### src/rtl/ack_bus_if.sv
// Acknowledge-bus requester interface.
// Groups the completion strobe, the arbiter grant, the open-drain pull
// enables, the sideband request and the status outputs of one requester.
//   ack_pulse        one-cycle completion strobe from the owning module
//   ack_ready        one-hot grant from the arbiter for this source
//   ack_valid_n_pull 1 = pull ack_valid_n_bus low
//   ack_id_pull      per bit, 1 = pull that ack_id_bus bit low
//   req              sideband request to the arbiter
//   pending          acks queued but not yet granted
//   overflow_err     sticky, a pulse was lost because the queue was full
//   timeout_err      sticky, an ack was dropped after waiting too long
// modport master: the requester itself; modport slave: its surroundings.
interface ack_bus_if #(
  parameter int CNT_W = 3
);
  logic             ack_pulse;
  logic             ack_ready;
  logic             ack_valid_n_pull;
  logic [1:0]       ack_id_pull;
  logic             req;
  logic [CNT_W-1:0] pending;
  logic             overflow_err;
  logic             timeout_err;

  modport master (
    input  ack_pulse, ack_ready,
    output ack_valid_n_pull, ack_id_pull, req, pending, overflow_err, timeout_err
  );

  modport slave (
    output ack_pulse, ack_ready,
    input  ack_valid_n_pull, ack_id_pull, req, pending, overflow_err, timeout_err
  );
endinterface

### src/rtl/ack_bus_requester.sv
// Per-module front end of the shared open-drain acknowledge bus.
// Queues completion pulses in a saturating pending counter and, for each
// queued ack, drives the wired-AND bus plus the sideband request until the
// arbiter grants it. Each grant is followed by one idle GAP cycle so the
// bus floats back high before the next assertion.
// Ports:
//   clk    system clock, rising edge
//   rst_n  asynchronous active-low reset
//   bus    ack_bus_if.master (pulse/grant in; pulls, req, pending, errors out)
// All outputs are decoded from registered state only.
module ack_bus_requester #(
  parameter logic [1:0] SOURCE_ID = 2'b01,
  parameter int         CNT_W     = 3,
  parameter int         TIMEOUT   = 16
) (
  input  logic          clk,
  input  logic          rst_n,
  ack_bus_if.master     bus
);

  localparam int               TMR_W    = $clog2(TIMEOUT + 1);
  localparam logic [TMR_W-1:0] TMR_LAST = TMR_W'(TIMEOUT - 1);
  localparam logic [CNT_W-1:0] PEND_MAX = '1;

  typedef enum logic [1:0] {
    IDLE = 2'd0,
    REQ  = 2'd1,
    GAP  = 2'd2
  } state_t;

  state_t           state_q, state_d;
  logic [CNT_W-1:0] pending_q, pending_d;
  logic [TMR_W-1:0] timer_q, timer_d;
  logic             ovf_q, ovf_d;
  logic             tout_q, tout_d;

  logic grant;
  logic timeout_hit;
  logic inc;
  logic dec;

  // State register.
  // NOTE: the reset branch is in the sensitivity list so the pulls release
  // the instant rst_n falls, without waiting for a clock edge.
  always_ff @(posedge clk or negedge rst_n) begin
    if (!rst_n) begin
      state_q   <= IDLE;
      pending_q <= '0;
      timer_q   <= '0;
      ovf_q     <= 1'b0;
      tout_q    <= 1'b0;
    end else begin
      // NOTE: non-blocking so every register samples the pre-edge values.
      state_q   <= state_d;
      pending_q <= pending_d;
      timer_q   <= timer_d;
      ovf_q     <= ovf_d;
      tout_q    <= tout_d;
    end
  end

  // Next-state logic.
  always_comb begin
    // NOTE: every output of this block gets a default first so no path
    // leaves a value unassigned and no latch is inferred.
    state_d   = state_q;
    pending_d = pending_q;
    timer_d   = '0;
    ovf_d     = ovf_q;

    // ack_ready only counts while we are actually requesting.
    grant       = bus.ack_ready && (state_q == REQ);
    // Grant wins over a timeout in the same cycle.
    timeout_hit = (state_q == REQ) && !bus.ack_ready && (timer_q == TMR_LAST);
    inc         = bus.ack_pulse;
    dec         = grant || timeout_hit;
    tout_d      = tout_q || timeout_hit;

    if (inc && !dec) begin
      if (pending_q == PEND_MAX) ovf_d = 1'b1;   // pulse is lost
      else                       pending_d = pending_q + 1'b1;
    end else if (dec && !inc) begin
      pending_d = pending_q - 1'b1;
    end

    unique case (state_q)
      IDLE: if (pending_d != '0) state_d = REQ;
      REQ: begin
        if (dec) state_d = GAP;
        else     timer_d = timer_q + 1'b1;
      end
      GAP:     state_d = (pending_q != '0) ? REQ : IDLE;
      default: state_d = IDLE;
    endcase
  end

  // Output decode.
  always_comb begin
    bus.req              = (state_q == REQ);
    bus.ack_valid_n_pull = (state_q == REQ);
    bus.ack_id_pull      = (state_q == REQ) ? ~SOURCE_ID : 2'b00;
    bus.pending          = pending_q;
    bus.overflow_err     = ovf_q;
    bus.timeout_err      = tout_q;
  end

endmodule
### src/flat_wrapper.sv
// flat-port wrapper written by rule: the top's interface ports become plain ports
module ack_bus_requester_flat 
#(
  parameter logic [1:0] SOURCE_ID = 2'b01,
  parameter int         CNT_W     = 3,
  parameter int         TIMEOUT   = 16
)
  (clk, rst_n, bus_ack_pulse, bus_ack_ready, bus_ack_valid_n_pull, bus_ack_id_pull, bus_req, bus_pending, bus_overflow_err, bus_timeout_err);
  ack_bus_if #(.CNT_W(CNT_W)) bus_i ();
  input  logic clk;
  input  logic rst_n;
  input wire logic [$bits(bus_i.ack_pulse)-1:0] bus_ack_pulse;
  input wire logic [$bits(bus_i.ack_ready)-1:0] bus_ack_ready;
  output wire logic [$bits(bus_i.ack_valid_n_pull)-1:0] bus_ack_valid_n_pull;
  output wire logic [$bits(bus_i.ack_id_pull)-1:0] bus_ack_id_pull;
  output wire logic [$bits(bus_i.req)-1:0] bus_req;
  output wire logic [$bits(bus_i.pending)-1:0] bus_pending;
  output wire logic [$bits(bus_i.overflow_err)-1:0] bus_overflow_err;
  output wire logic [$bits(bus_i.timeout_err)-1:0] bus_timeout_err;
  assign bus_i.ack_pulse = bus_ack_pulse;
  assign bus_i.ack_ready = bus_ack_ready;
  assign bus_ack_valid_n_pull = bus_i.ack_valid_n_pull;
  assign bus_ack_id_pull = bus_i.ack_id_pull;
  assign bus_req = bus_i.req;
  assign bus_pending = bus_i.pending;
  assign bus_overflow_err = bus_i.overflow_err;
  assign bus_timeout_err = bus_i.timeout_err;
  ack_bus_requester #(.SOURCE_ID(SOURCE_ID), .CNT_W(CNT_W), .TIMEOUT(TIMEOUT)) u_core (.clk(clk), .rst_n(rst_n), .bus(bus_i));
endmodule
### config.mk
export PLATFORM = sky130hd
export DESIGN_NAME = ack_bus_requester_flat
export DESIGN_NICKNAME = d
export VERILOG_FILES = /design/src/rtl/ack_bus_if.sv /design/src/rtl/ack_bus_requester.sv /design/src/flat_wrapper.sv
export SDC_FILE = /design/constraint.sdc
export NUM_CORES = 1
export LEC_CHECK = 0
export ABC_AREA = 0
export BUFFER_PORTS_ARGS = -buffer_cell sky130_fd_sc_hd__buf_2
export CAP_MARGIN = 40
export CORE_MARGIN = 4
export CORE_UTILIZATION = 46
export CTS_CLUSTER_DIAMETER = 80
export DETAILED_ROUTE_END_ITERATION = 10
export PLACE_DENSITY = 0.72
export RECOVER_POWER = 100
export REMOVE_ABC_BUFFERS = 1
export SLEW_MARGIN = 40
export SYNTH_ARGS = -nofsm -noshare
export SYNTH_HDL_FRONTEND = slang
export SYNTH_SLANG_ARGS = --single-unit
### constraint.sdc
create_clock -name clk -period 2.05 [get_ports clk]
set_input_delay 0.205 -clock clk [delete_from_list [all_inputs] [get_ports clk]]
set_output_delay 0.205 -clock clk [all_outputs]
set_load 0.05 [all_outputs]
; ---- Word-level counts from Yosys, hierarchy flattened
; Cells that the tools add are included.
[word_totals]
out_inout_bits = 9
ff_bits = 12
word_cells = 39
[classes]
muxes = 10
n_addsub = 3
eq_ne = 6
reduce_logical = 15
[ops]
columns = op, n
row1 = two-way mux 5 bit, 2
row2 = two-way mux 3 bit, 3
row3 = two-way mux 2 bit, 3
row4 = one-hot mux 2 bit (3 select lines), 1
row5 = nonzero test 3 bit, 2
row6 = adder 5 x 1 -> 5 bit (second input constant), 1
row7 = == test 5 x 4 -> 1 bit (second input constant), 1
row8 = logical AND 1 bit, 5
row9 = inequality test 2 x 1 -> 1 bit (second input constant), 2
row10 = AND reduction 2 bit, 2
row11 = adder 3 x 1 -> 3 bit (second input constant), 1
row12 = == test 3 bit (second input constant), 1
row13 = zero test 1 bit, 3
row14 = subtractor 3 x 1 -> 3 bit (second input constant), 1
row15 = == test 2 x 1 -> 1 bit (second input constant), 1
row16 = == test 2 bit (second input constant), 1
row17 = zero test 2 bit, 1
row18 = logical OR 1 bit, 2
row19 = two-way mux 1 bit, 1

; ---- Depth between registers and ports, before layout
; Gate-level depths: netlist of run 1.
[depth]
word_depth = 10
depth_mapped = 8

; ---- Least setup slack after synthesis of run 1
; Ideal clock, no wire load.
[synth_path]
kind = reg2reg
start = register u_core.timer_q[0]
end = register u_core.state_q[0]
arrival_time_ns = 1.862
stages_incl_launch_ff = 9
required_time_ns = 1.912
path_slack_ns = 0.049
setup_ns = 0.138
path_cell_list = dfrtp_1 ha_1 and3_1 ha_1 or2_1 nand2_2 mux2i_1 a2111oi_1 a31oi_1
[synth_between]
elab_chain_len = 9
elab_cells_between_ends = 12
classes_between = 3 x eq/ne / 2 x mux / 7 x reduce/logical
[synth_rtl]
columns = element, line
row1 = "start, declared", ack_bus_requester.sv:33  ; logic [TMR_W-1:0] timer_q, timer_d;
row2 = "start signal, assigned", ack_bus_requester.sv:56  ; timer_q <= timer_d;
row3 = == test 5 x 4 -> 1 bit *, ack_bus_requester.sv:74  ; timeout_hit = (state_q == REQ) && !bus.ack_ready && (timer_q == TMR_LAST);
row4 = logical AND 1 bit *, ack_bus_requester.sv:74
row5 = logical OR 1 bit *, ack_bus_requester.sv:76  ; dec = grant || timeout_hit;
row6 = logical AND 1 bit / zero test 1 bit (equally long branches), "ack_bus_requester.sv:82, ack_bus_requester.sv:79"
row7 = two-way mux 3 bit / logical AND 1 bit (equally long branches), "ack_bus_requester.sv:82, ack_bus_requester.sv:79"
row8 = two-way mux 3 bit *, ack_bus_requester.sv:79  ; if (inc && !dec) begin
row9 = net u_core.pending_d[1], ack_bus_requester.sv:32  ; logic [CNT_W-1:0] pending_q, pending_d;
row10 = nonzero test 3 bit *, ack_bus_requester.sv:87  ; IDLE: if (pending_d != '0) state_d = REQ;
row11 = inequality test 2 x 1 -> 1 bit (no source line) *, n/a
row12 = AND reduction 2 bit (no source line) *, n/a
row13 = "end signal, assigned", ack_bus_requester.sv:54  ; state_q <= state_d;
row14 = "end, declared", ack_bus_requester.sv:31  ; state_t state_q, state_d;
; The timed path passes the listed nets; every way through them passes the cells marked *.
; A chain may end at the register's enable or synchronous reset.

; ---- Worst setup path in the final report of run 1
[layout_path]
start = register u_core.timer_q[0]
end = register u_core.state_q[0]
[layout_between]
elab_chain_len = 9
elab_cells_between_ends = 12
classes_between = 3 x eq/ne / 2 x mux / 7 x reduce/logical
[layout_rtl]
columns = element, line
row1 = == test 5 x 4 -> 1 bit *, ack_bus_requester.sv:74
row2 = logical AND 1 bit *, ack_bus_requester.sv:74
row3 = logical OR 1 bit *, ack_bus_requester.sv:76
row4 = logical AND 1 bit / zero test 1 bit (equally long branches), "ack_bus_requester.sv:82, ack_bus_requester.sv:79"
row5 = two-way mux 3 bit / logical AND 1 bit (equally long branches), "ack_bus_requester.sv:82, ack_bus_requester.sv:79"
row6 = two-way mux 3 bit, ack_bus_requester.sv:79
row7 = nonzero test 3 bit, ack_bus_requester.sv:87
row8 = inequality test 2 x 1 -> 1 bit (no source line), n/a
row9 = AND reduction 2 bit (no source line) *, n/a
; Mark *: on every way between the ends. The rest lies on a longest branch, timed or not.

==> results.py, run 1 <==
metrics = {
    "power": {
        "leakagePower_nw": 0.4131,
        "total_power_mw": 1.179,
        "irDropWorstVdd_uv": 629.3,
        "p_per_area_nw_per_um2": 1425,
    },
    "yosys": {
        "yosys_warnings": 0,
        "ys_seq_area_share_pct": 47.15,
        "synth-seq-cells": 12,
        "yosysUniqueCellTypes": 24,
        "syn_area_um2": 636.9,
        "netlist_instances": 61,
        "synth_area_per_cell_um2": 10.44,
    },
    "setup_path": {
        "critPathArrivalTime_ps": 2170,
        "required_ps": 2240,
        "worstReg2RegEnd": "u_core.state_q[0]$_DFFE_PN0P_",
        "r2r-start": "u_core.timer_q[0]$_DFF_PN0_",
        "worstSetupStartpointType": "flip-flop",
        "setup.worst_path.end": "u_core.state_q[0]$_DFFE_PN0P_",
        "critPathMaxStageDelay_ps": 390,
        "criticalPathCategory": "flip-flop to flip-flop",
        "crit_start": "u_core.timer_q[0]$_DFF_PN0_",
        "r2r_slack_ps": 70,
        "critPathMaxFanout": 3,
        "path_cells": "ha_2 > and3_1 > ha_2 > or2_4 > buf_4 > a31oi_1 > a2111oi_4 > a31oi_1",
        "worstSetupEndpointType": "flip-flop",
        "crit_slowest_cell": "dfrtp_1",
        "reg2reg_depth": 8,
    },
    "detailed_routing": {
        "routed.top_layer": "met4",
        "drt_pass1_iterations": 4,
        "wl_mm": 1.224,
        "dr.first_iter.drc_count": 3,
        "post_drt_wl_per_cell_um": 12.49,
        "met2_wirelength_um": 602,
        "vias_per_cell": 5.071,
        "drc": 0,
        "wl_met1_um": 557,
        "drtAntennaViolNets": 0,
        "wl_met3_um": 49,
        "num_vias": 497,
    },
    "global_routing": {
        "grt_usage_pct": 13.96,
        "grt_pass1_wl_mm": 2.070,
        "grt_overflow": 0,
        "grt_max_degree": 13,
        "grt_antenna_before_repair": 0,
        "grt_pass1_vias": 510,
    },
    "die": {
        "die_h_um": 45.21,
        "core-area_um2": 1301,
        "start_util_pct": 48.94,
        "die_x_um": 45.21,
        "dieArea_um2": 2044,
        "row_count": 13,
        "ioPinCount": 13,
    },
    "timing": {
        "slew_headroom_pct": 56.32,
        "slew_violations": 0,
        "period_needed_ps": 1982,
        "fmax_mhz": 504.5,
        "fin_setup_tns_ps": 0,
        "final.period_utilization_pct": 96.69,
        "worst_pin_slew_ps": 655.2,
        "fin_skew_ps": 1.687,
        "finalHoldViolCount": 0,
        "setup_viol": 0,
    },
    "cts": {
        "clk_path_buf_depth": 2,
        "cts_buffers": 3,
        "clk_root_buffer_cell": "clkbuf_4",
        "clk_latency_ps": 260,
        "cts_tree": "built",
        "clkTransAtPathRegs_ps": 80,
        "h-tree-depth": 1,
        "clock_sinks": 12,
    },
    "place": {
        "globalplace.congestion": 0.7209,
        "port_buffers": 11,
        "place_inst": 88,
        "post-dp-hpwl_um": 843.7,
    },
    "flow_run": {
        "cap_violations": 0,
    },
    "cells_and_area": {
        "syn2layout_area_growth_pct": 29.86,
        "mostFrequentLayoutCells": "12 x dfrtp_1, 9 x clkbuf_1, 8 x nor2_1, 8 x buf_4, 7 x inv_1",
        "layout.cells.non_filler": 98,
        "seq_area_um2": 300.3,
        "final_common_cell": "dfrtp_1",
        "antennaDiodeCount": 0,
        "nets": 93,
        "multi_input_area_um2": 324.1,
        "drive_gt1_share_pct": 30.12,
        "final_util_pct": 63.56,
        "nFillCells": 102,
    },
    "outcome": {
        "outcome": "completed",
    },
    "min_path": {
        "holdCritPathClass": "primary input to flip-flop",
    },
}
-- through the flow --
stage               hold slack [ps]  setup WS (ps)  instance area (um^2)
floorplan                    -90.59         -590.0                 614.3
global placement              96.46         -14.22                 718.2
detailed placement            101.0         -34.59                 718.2
CTS                           258.6          2.430                 784.5
global route                  285.7         -17.41                 827.0
finish                        262.6          67.88                 827.0
-- sequential cells by signal, indices dropped and copies added (netlist names) --
name,count
u_core.bus.timeout_err,1
u_core.timer_q,5
u_core.bus.pending,3
u_core.state_q,2
u_core.bus.overflow_err,1
-- synthesized netlist by cell type, drive strengths merged --
cell type	n	area share, %
dfrtp	12	47
nor2	8	4.7
inv	7	4.1
ha	5	9.8
a21oi	3	2.4
buf	3	3.5
mux2i	3	4.7
a31oi	2	2.0
and3	2	2.0
nand2	2	1.6
xnor2	2	2.8
a2111oi	1	1.6
a211o	1	1.6
a21bo	1	1.6
a21o	1	1.2
a31o	1	1.4
a41o	1	1.8
and2b	1	1.2
conb	1	0.59
nand3	1	0.79
nor4b	1	1.4
or2	1	0.98
xor2	1	1.4
-- final cells by class --
| class | count | area share (%) |
|---|---|---|
| Multi-Input combinational cell | 39 | 39.18 |
| Sequential cell | 12 | 36.31 |
| Timing Repair Buffer | 21 | 14.67 |
| Clock buffer | 4 | 4.387 |
| Inverter | 7 | 3.177 |
| Tap cell | 15 | 2.269 |
-- power by group --
part	switching, mW	leakage [nW]	internal [mW]
sequential	0.0609	0.148	0.292
combinational	0.447	0.244	0.194
clock	0.0766	0.0210	0.108
-- metal layers --
layer	GRT usage, %	up-vias
li1	-	248
met5	0	-
met1	16.75	240
met3	2.390	2
met2	23.16	7
met4	8.187	0
-- cells by family after synthesis --
kind of cell | Yosys count | synth area share, %
and+or+nand+nor | 16 | 12.57
DFF | 12 | 47.15
AOI/OAI and AO/OA | 11 | 13.36
buffers and inverters | 10 | 7.663
adders and majority gates | 5 | 9.823
xor gates and xnor gates | 3 | 4.126
muxes | 3 | 4.715
other | 1 | 0.5888
-- how the worst min path moves through the flow --
stage / startpoint / end / slack, ps / depth (start not counted)
6_report: bus_ack_ready / u_core.bus.timeout_err$_DFF_PN0_ / 260 / 3
5_1_grt: bus_ack_ready / u_core.bus.timeout_err$_DFF_PN0_ / 290 / 3
4_1_cts: bus_ack_ready / u_core.bus.timeout_err$_DFF_PN0_ / 260 / 3
3_5_place_dp: rst_n / u_core.bus.pending[0]$_DFF_PN0_ / 100 / 1
3_3_place_gp: rst_n / u_core.bus.pending[1]$_DFF_PN0_ / 100 / 1
2_1_floorplan: rst_n / u_core.bus.overflow_err$_DFFE_PN0P_ / -90 / 0
-- repair_timing --
| item | in CTS | in global routing |
|---|---|---|
| buffers inserted | 1 | 4 |
| resized for setup | 3 | 4 |
| endpoints found under the hold margin | 12 | 0 |
| setup endpoints to repair | 1 | 2 |
| pin swaps | 2 | 3 |
| hold buffers | 1 | 0 |
-- critical path: cells and delay by family, from the launching register on --
family                     cells  cell delay [ps]
and+or+nand+nor                2              430
buffers and inverters          1              130
adders and majority gates      2              360
DFF                            1              390
AOI/OAI and AO/OA              3              600
(Power assumes the default switching activity.)
==> run 2: changes to the inputs <==
Settings changed: CORE_UTILIZATION 46 to 49, CTS_BUF_LIST set to sky130_fd_sc_hd__clkbuf_8, PLACE_DENSITY 0.72 to 0.76.
==> results.py, run 2 (synthesis gave the netlist of run 1 again) <==
metrics = {
    "cells_and_area": {
        "largest_register_ffs": 5,
        "antennaDiodeCount": 0,
        "nets": 92,
        "final_common_cell": "dfrtp_1",
        "mostFrequentLayoutCells": "12 x dfrtp_1, 8 x nor2_1, 7 x inv_1, 7 x buf_4, 6 x clkbuf_1",
        "stdcell_area_um2": 873.3,
        "drive_gt1_share_pct": 37.04,
        "top_register": "u_core.timer_q",
        "syn2layout_area_growth_pct": 37.13,
    },
    "outcome": {
        "outcome": "completed",
    },
    "global_routing": {
        "grt_antenna_before_repair": 0,
        "grt_pass1_vias": 464,
        "grt_max_degree": 13,
        "grt_overflow": 0,
        "grt_pass1_wl_mm": 1.925,
        "grt_usage_pct": 14.17,
    },
    "timing": {
        "fin_skew_ps": 4.567,
        "layout_setup_ws_ps": 63.04,
        "period_needed_ps": 1987,
        "setup_viol": 0,
        "final.period_utilization_pct": 96.93,
        "finalHoldViolCount": 0,
        "slew_violations": 0,
        "slew_headroom_pct": 56.95,
        "worst_pin_slew_ps": 645.7,
        "fmax_mhz": 503.3,
    },
    "setup_path": {
        "cp_num_buf_inv": 1,
        "criticalPathCategory": "flip-flop to flip-flop",
        "critPathMaxStageDelay_ps": 360,
        "critPathMaxFanout": 3,
        "worstSetupStartpointType": "flip-flop",
        "required_ps": 2170,
        "critical_path.top_delay_family": "compound AO/OA/AOI/OAI gates",
        "critPathArrivalTime_ps": 2110,
        "crit_slowest_cell": "dfrtp_1",
        "path_cells": "ha_2 > and3_4 > ha_4 > or2_4 > nand2_2 > buf_6 > a21o_1 > a2111oi_4 > a31oi_1",
        "worstSetupEndpointType": "flip-flop",
    },
    "place": {
        "port_buffers": 11,
        "post-place-ws_ps": -10.91,
        "post-dp-hpwl_um": 814.4,
        "globalplace.congestion": 0.7498,
        "place_area_um2": 724.4,
    },
    "cts": {
        "clk_path_buf_depth": 2,
        "clk_latency_ps": 240,
        "h-tree-depth": 1,
        "cts_tree": "built",
        "clk_root_buffer_cell": "clkbuf_8",
        "clkTransAtPathRegs_ps": 50,
        "clock_sinks": 12,
        "cts_buffers": 3,
    },
    "die": {
        "core-area_um2": 1171,
        "row_count": 12,
        "ioPinCount": 13,
        "dieArea_um2": 1940,
        "die_x_um": 44.05,
        "start_util_pct": 54.38,
        "die_h_um": 44.05,
    },
    "flow_run": {
        "cap_violations": 0,
    },
    "power": {
        "irDropWorstVdd_uv": 1055,
        "leakagePower_nw": 0.4155,
        "p_per_area_nw_per_um2": 1478,
    },
    "detailed_routing": {
        "vias_per_cell": 5.326,
        "dr.first_iter.drc_count": 10,
        "drc": 0,
        "num_vias": 506,
        "wl_mm": 1.394,
        "drt_pass1_iterations": 3,
        "drtAntennaViolNets": 0,
        "post_drt_wl_per_cell_um": 14.67,
    },
    "min_path": {
        "holdCritPathClass": "primary input to flip-flop",
    },
}
==> run 2: worst paths after layout <==
check	startpoint	to	slack [ps]	cells after the start
hold / removal	bus_ack_ready	u_core.bus.timeout_err$_DFF_PN0_	300	3
hold reg to reg	u_core.bus.timeout_err$_DFF_PN0_	u_core.bus.timeout_err$_DFF_PN0_	460	1
min in group asynchronous	rst_n	u_core.state_q[0]$_DFFE_PN0P_	500	2
setup reg to reg	u_core.timer_q[1]$_DFF_PN0_	u_core.state_q[0]$_DFFE_PN0P_	60	9
max in group asynchronous	rst_n	u_core.timer_q[0]$_DFF_PN0_	1140	2
setup / recovery	u_core.timer_q[1]$_DFF_PN0_	u_core.state_q[0]$_DFFE_PN0P_	60	9
==> run 2: report_power, final <==
group | switching [mW] | total, mW | internal, mW
Clock | 0.0839 | 0.213 | 0.129
Sequential | 0.0630 | 0.356 | 0.293
Combinational | 0.478 | 0.721 | 0.243
Total | 0.625 | 1.29 | 0.666
==> run 2: what timing repair did <==
item / 4_1_cts / 5_1_grt
endpoints found under the hold margin: 12 / 0
buffers inserted: 1 / 2
gates resized for setup: 1 / 13
hold buffers: 1 / 0
pin swaps: 1 / 7
endpoints found under the setup margin: 1 / 2
==> run 2: worst register-to-register path: stages, from the launching register on <==
cell	delay, ps
dfrtp_1	360
ha_2	200
and3_4	200
ha_4	130
or2_4	110
nand2_2	60
buf_6	150
a21o_1	200
a2111oi_4	340
a31oi_1	120
==> run 2: metal layers <==
metal / part of all wire (%) / wire, um / track usage, %
met3: 5.5 / 77 / 5.691
met2: 44 / 619 / 18.60
met5: 0 / 0 / 0
met1: 48 / 670 / 17.72
met4: 1.9 / 26 / 12.05
==> run 2: stage by stage <==
step	util (%)	TNS (ps)	total power [mW]	hold WS [ps]	instances
finish	74.57	0	1.291	296.0	95
global route	74.57	-21.47	1.353	326.6	95
CTS	67.31	0	1.167	293.7	93
detailed placement	61.86	-10.91	0.9341	96.89	88
global placement	61.86	-7.443	0.9281	94.74	88
floorplan	-	-1488	0.7900	-90.59	58
==> run 2: final cells by class <==
cell class,instances,area [um^2]
Timing Repair Buffer,20,121.4
Inverter,7,26.28
Clock buffer,3,41.29
Tap cell,14,17.52
Fill cell,80,297.8
Sequential cell,12,300.3
Multi-Input combinational cell,39,366.6
==> run 3: changes to the inputs <==
Settings changed: CORE_AREA set to 4 4 41 43, CORE_MARGIN 4 to unset, CORE_UTILIZATION 49 to unset, DIE_AREA set to 0 0 45 47, PLACE_DENSITY 0.76 to 0.72.
Clock period 2.05 ns to 2.5 ns, I/O delays scaled along.
==> results.py, run 3 (synthesis gave the netlist of run 1 again) <==
metrics = {
    "outcome": {
        "outcome": "completed",
    },
    "setup_path": {
        "cp_num_buf_inv": 0,
        "critPathMaxStageDelay_ps": 390,
        "crit_slowest_cell": "dfrtp_1",
        "critical_path.top_delay_family": "simple AND/OR/NAND/NOR gates",
        "required_ps": 2610,
        "crit_top_cell": "ha_1",
        "critPathArrivalTime_ps": 2320,
        "worstSetupStartpointType": "flip-flop",
        "path_cells": "ha_1 > and3_1 > ha_1 > or2_1 > nand2_1 > mux2i_1 > a2111oi_1 > a31oi_1",
        "criticalPathCategory": "flip-flop to flip-flop",
        "worstSetupEndpointType": "flip-flop",
        "critPathMaxFanout": 6,
    },
    "cells_and_area": {
        "top_register": "u_core.timer_q",
        "antennaDiodeCount": 0,
        "final_common_cell": "dfrtp_1",
        "nFillCells": 136,
        "mostFrequentLayoutCells": "12 x dfrtp_1, 9 x clkbuf_1, 8 x nor2_1",
        "nets": 84,
        "layout.cells.non_filler": 89,
        "largest_register_ffs": 5,
        "drive_gt1_share_pct": 13.51,
        "syn2layout_area_growth_pct": 16.11,
    },
    "die": {
        "start_util_pct": 48.94,
        "core-area_um2": 1301,
        "dieArea_um2": 2115,
        "ioPinCount": 13,
        "die_h_um": 47,
        "die_x_um": 45,
        "row_count": 13,
    },
    "timing": {
        "fin_setup_tns_ps": 0,
        "finalHoldWorstSlack_ps": 330.1,
        "final.period_utilization_pct": 88.57,
        "worst_pin_slew_ps": 636.7,
        "slew_violations": 0,
        "finalHoldViolCount": 0,
        "fin_skew_ps": 0.6163,
        "fmax_mhz": 451.6,
        "setup_viol": 0,
        "period_needed_ps": 2214,
        "rsz0062_at_grt": "false",
        "slew_headroom_pct": 57.55,
    },
    "detailed_routing": {
        "drc": 0,
        "post_drt_wl_per_cell_um": 12.13,
        "num_vias": 452,
        "dr.first_iter.drc_count": 4,
        "drtAntennaViolNets": 0,
        "wl_mm": 1.080,
        "vias_per_cell": 5.079,
        "drt_pass1_iterations": 4,
    },
    "cts": {
        "cts_setup_buffers": 0,
        "cts_buffers": 3,
        "clk_latency_ps": 240,
        "h-tree-depth": 1,
        "clock_sinks": 12,
        "clkTransAtPathRegs_ps": 50,
        "cts_tree": "built",
        "clk_root_buffer_cell": "clkbuf_8",
        "clk_path_buf_depth": 2,
    },
    "global_routing": {
        "grt_antenna_before_repair": 0,
        "grt_usage_pct": 13.62,
        "grt_pass1_wl_mm": 1.952,
        "grt_overflow": 0,
        "grt_pass1_vias": 471,
        "grt_max_degree": 13,
    },
    "place": {
        "place_inst": 84,
        "globalplace.congestion": 0.7820,
        "port_buffers": 11,
        "post-dp-hpwl_um": 813.6,
    },
    "min_path": {
        "holdCritPathClass": "primary input to flip-flop",
    },
    "flow_run": {
        "cap_violations": 0,
    },
    "power": {
        "leakagePower_nw": 0.3731,
        "p_per_area_nw_per_um2": 1278,
        "irDropWorstVdd_uv": 509.6,
    },
}
-- run 3: path summary, 6_finish.rpt --
kind                       cells past startpoint                        start  slack [ps]                               to
min reg2reg                                    1  u_core.timer_q[0]$_DFF_PN0_         470      u_core.timer_q[0]$_DFF_PN0_
min in group asynchronous                      2                        rst_n         550      u_core.timer_q[0]$_DFF_PN0_
max in group asynchronous                      2                        rst_n        1540      u_core.timer_q[4]$_DFF_PN0_
max reg2reg                                    8  u_core.timer_q[0]$_DFF_PN0_         290    u_core.state_q[0]$_DFFE_PN0P_
max                                            8  u_core.timer_q[0]$_DFF_PN0_         290    u_core.state_q[0]$_DFFE_PN0P_
min                                            2                bus_ack_pulse         330  u_core.bus.pending[2]$_DFF_PN0_
-- run 3: per-layer routing --
metal,vias to the layer above,wire length [um],GRT usage (%)
li1,228,-,-
met1,210,513,17.06
met2,9,474,19.21
met3,5,60,4.598
met4,0,31,10.53
met5,-,0,0
-- run 3: worst reg2reg max path, stage by stage, from the launching register on --
cell and delay [ps]:
dfrtp_1 390, ha_1 230, and3_1 190, ha_1 200
or2_1 260, nand2_1 210, mux2i_1 130, a2111oi_1 350
a31oi_1 130
-- run 3: area by class of cell --
type / instances / area, um^2 / share of cell area, %
Sequential cell: 12 / 300.3 / 40.61
Multi-Input combinational cell: 39 / 285.3 / 38.58
Timing Repair Buffer: 12 / 53.80 / 7.276
Tap cell: 15 / 18.77 / 2.538
Inverter: 7 / 26.28 / 3.553
Clock buffer: 4 / 55.05 / 7.445
-- run 3: repair_timing --
item	4_1_cts	5_1_grt
resized for setup	0	0
endpoints found under the hold margin	12	0
hold buffers	1	0
endpoints found under the setup margin	0	0
-- run 3: per-stage QoR --
step / total power, mW / utilization, % / instance area, um^2 / setup slack [ps]
detailed placement: 0.7527 / 52.88 / 688.2 / 380.3
global route: 1.016 / 56.83 / 739.5 / 99.66
CTS: 0.9688 / 57.88 / 753.2 / 359.1
floorplan: 0.6478 / - / 614.3 / -140.0
global placement: 0.7494 / 52.88 / 688.2 / 423.5
finish: 0.9451 / 56.83 / 739.5 / 285.8
-- run 3: power by group --
group	switching (mW)	leakage, nW	total, mW	internal [mW]
combinational	0.330	0.196	0.448	0.118
clock	0.0727	0.0288	0.212	0.139
sequential	0.0449	0.148	0.285	0.240
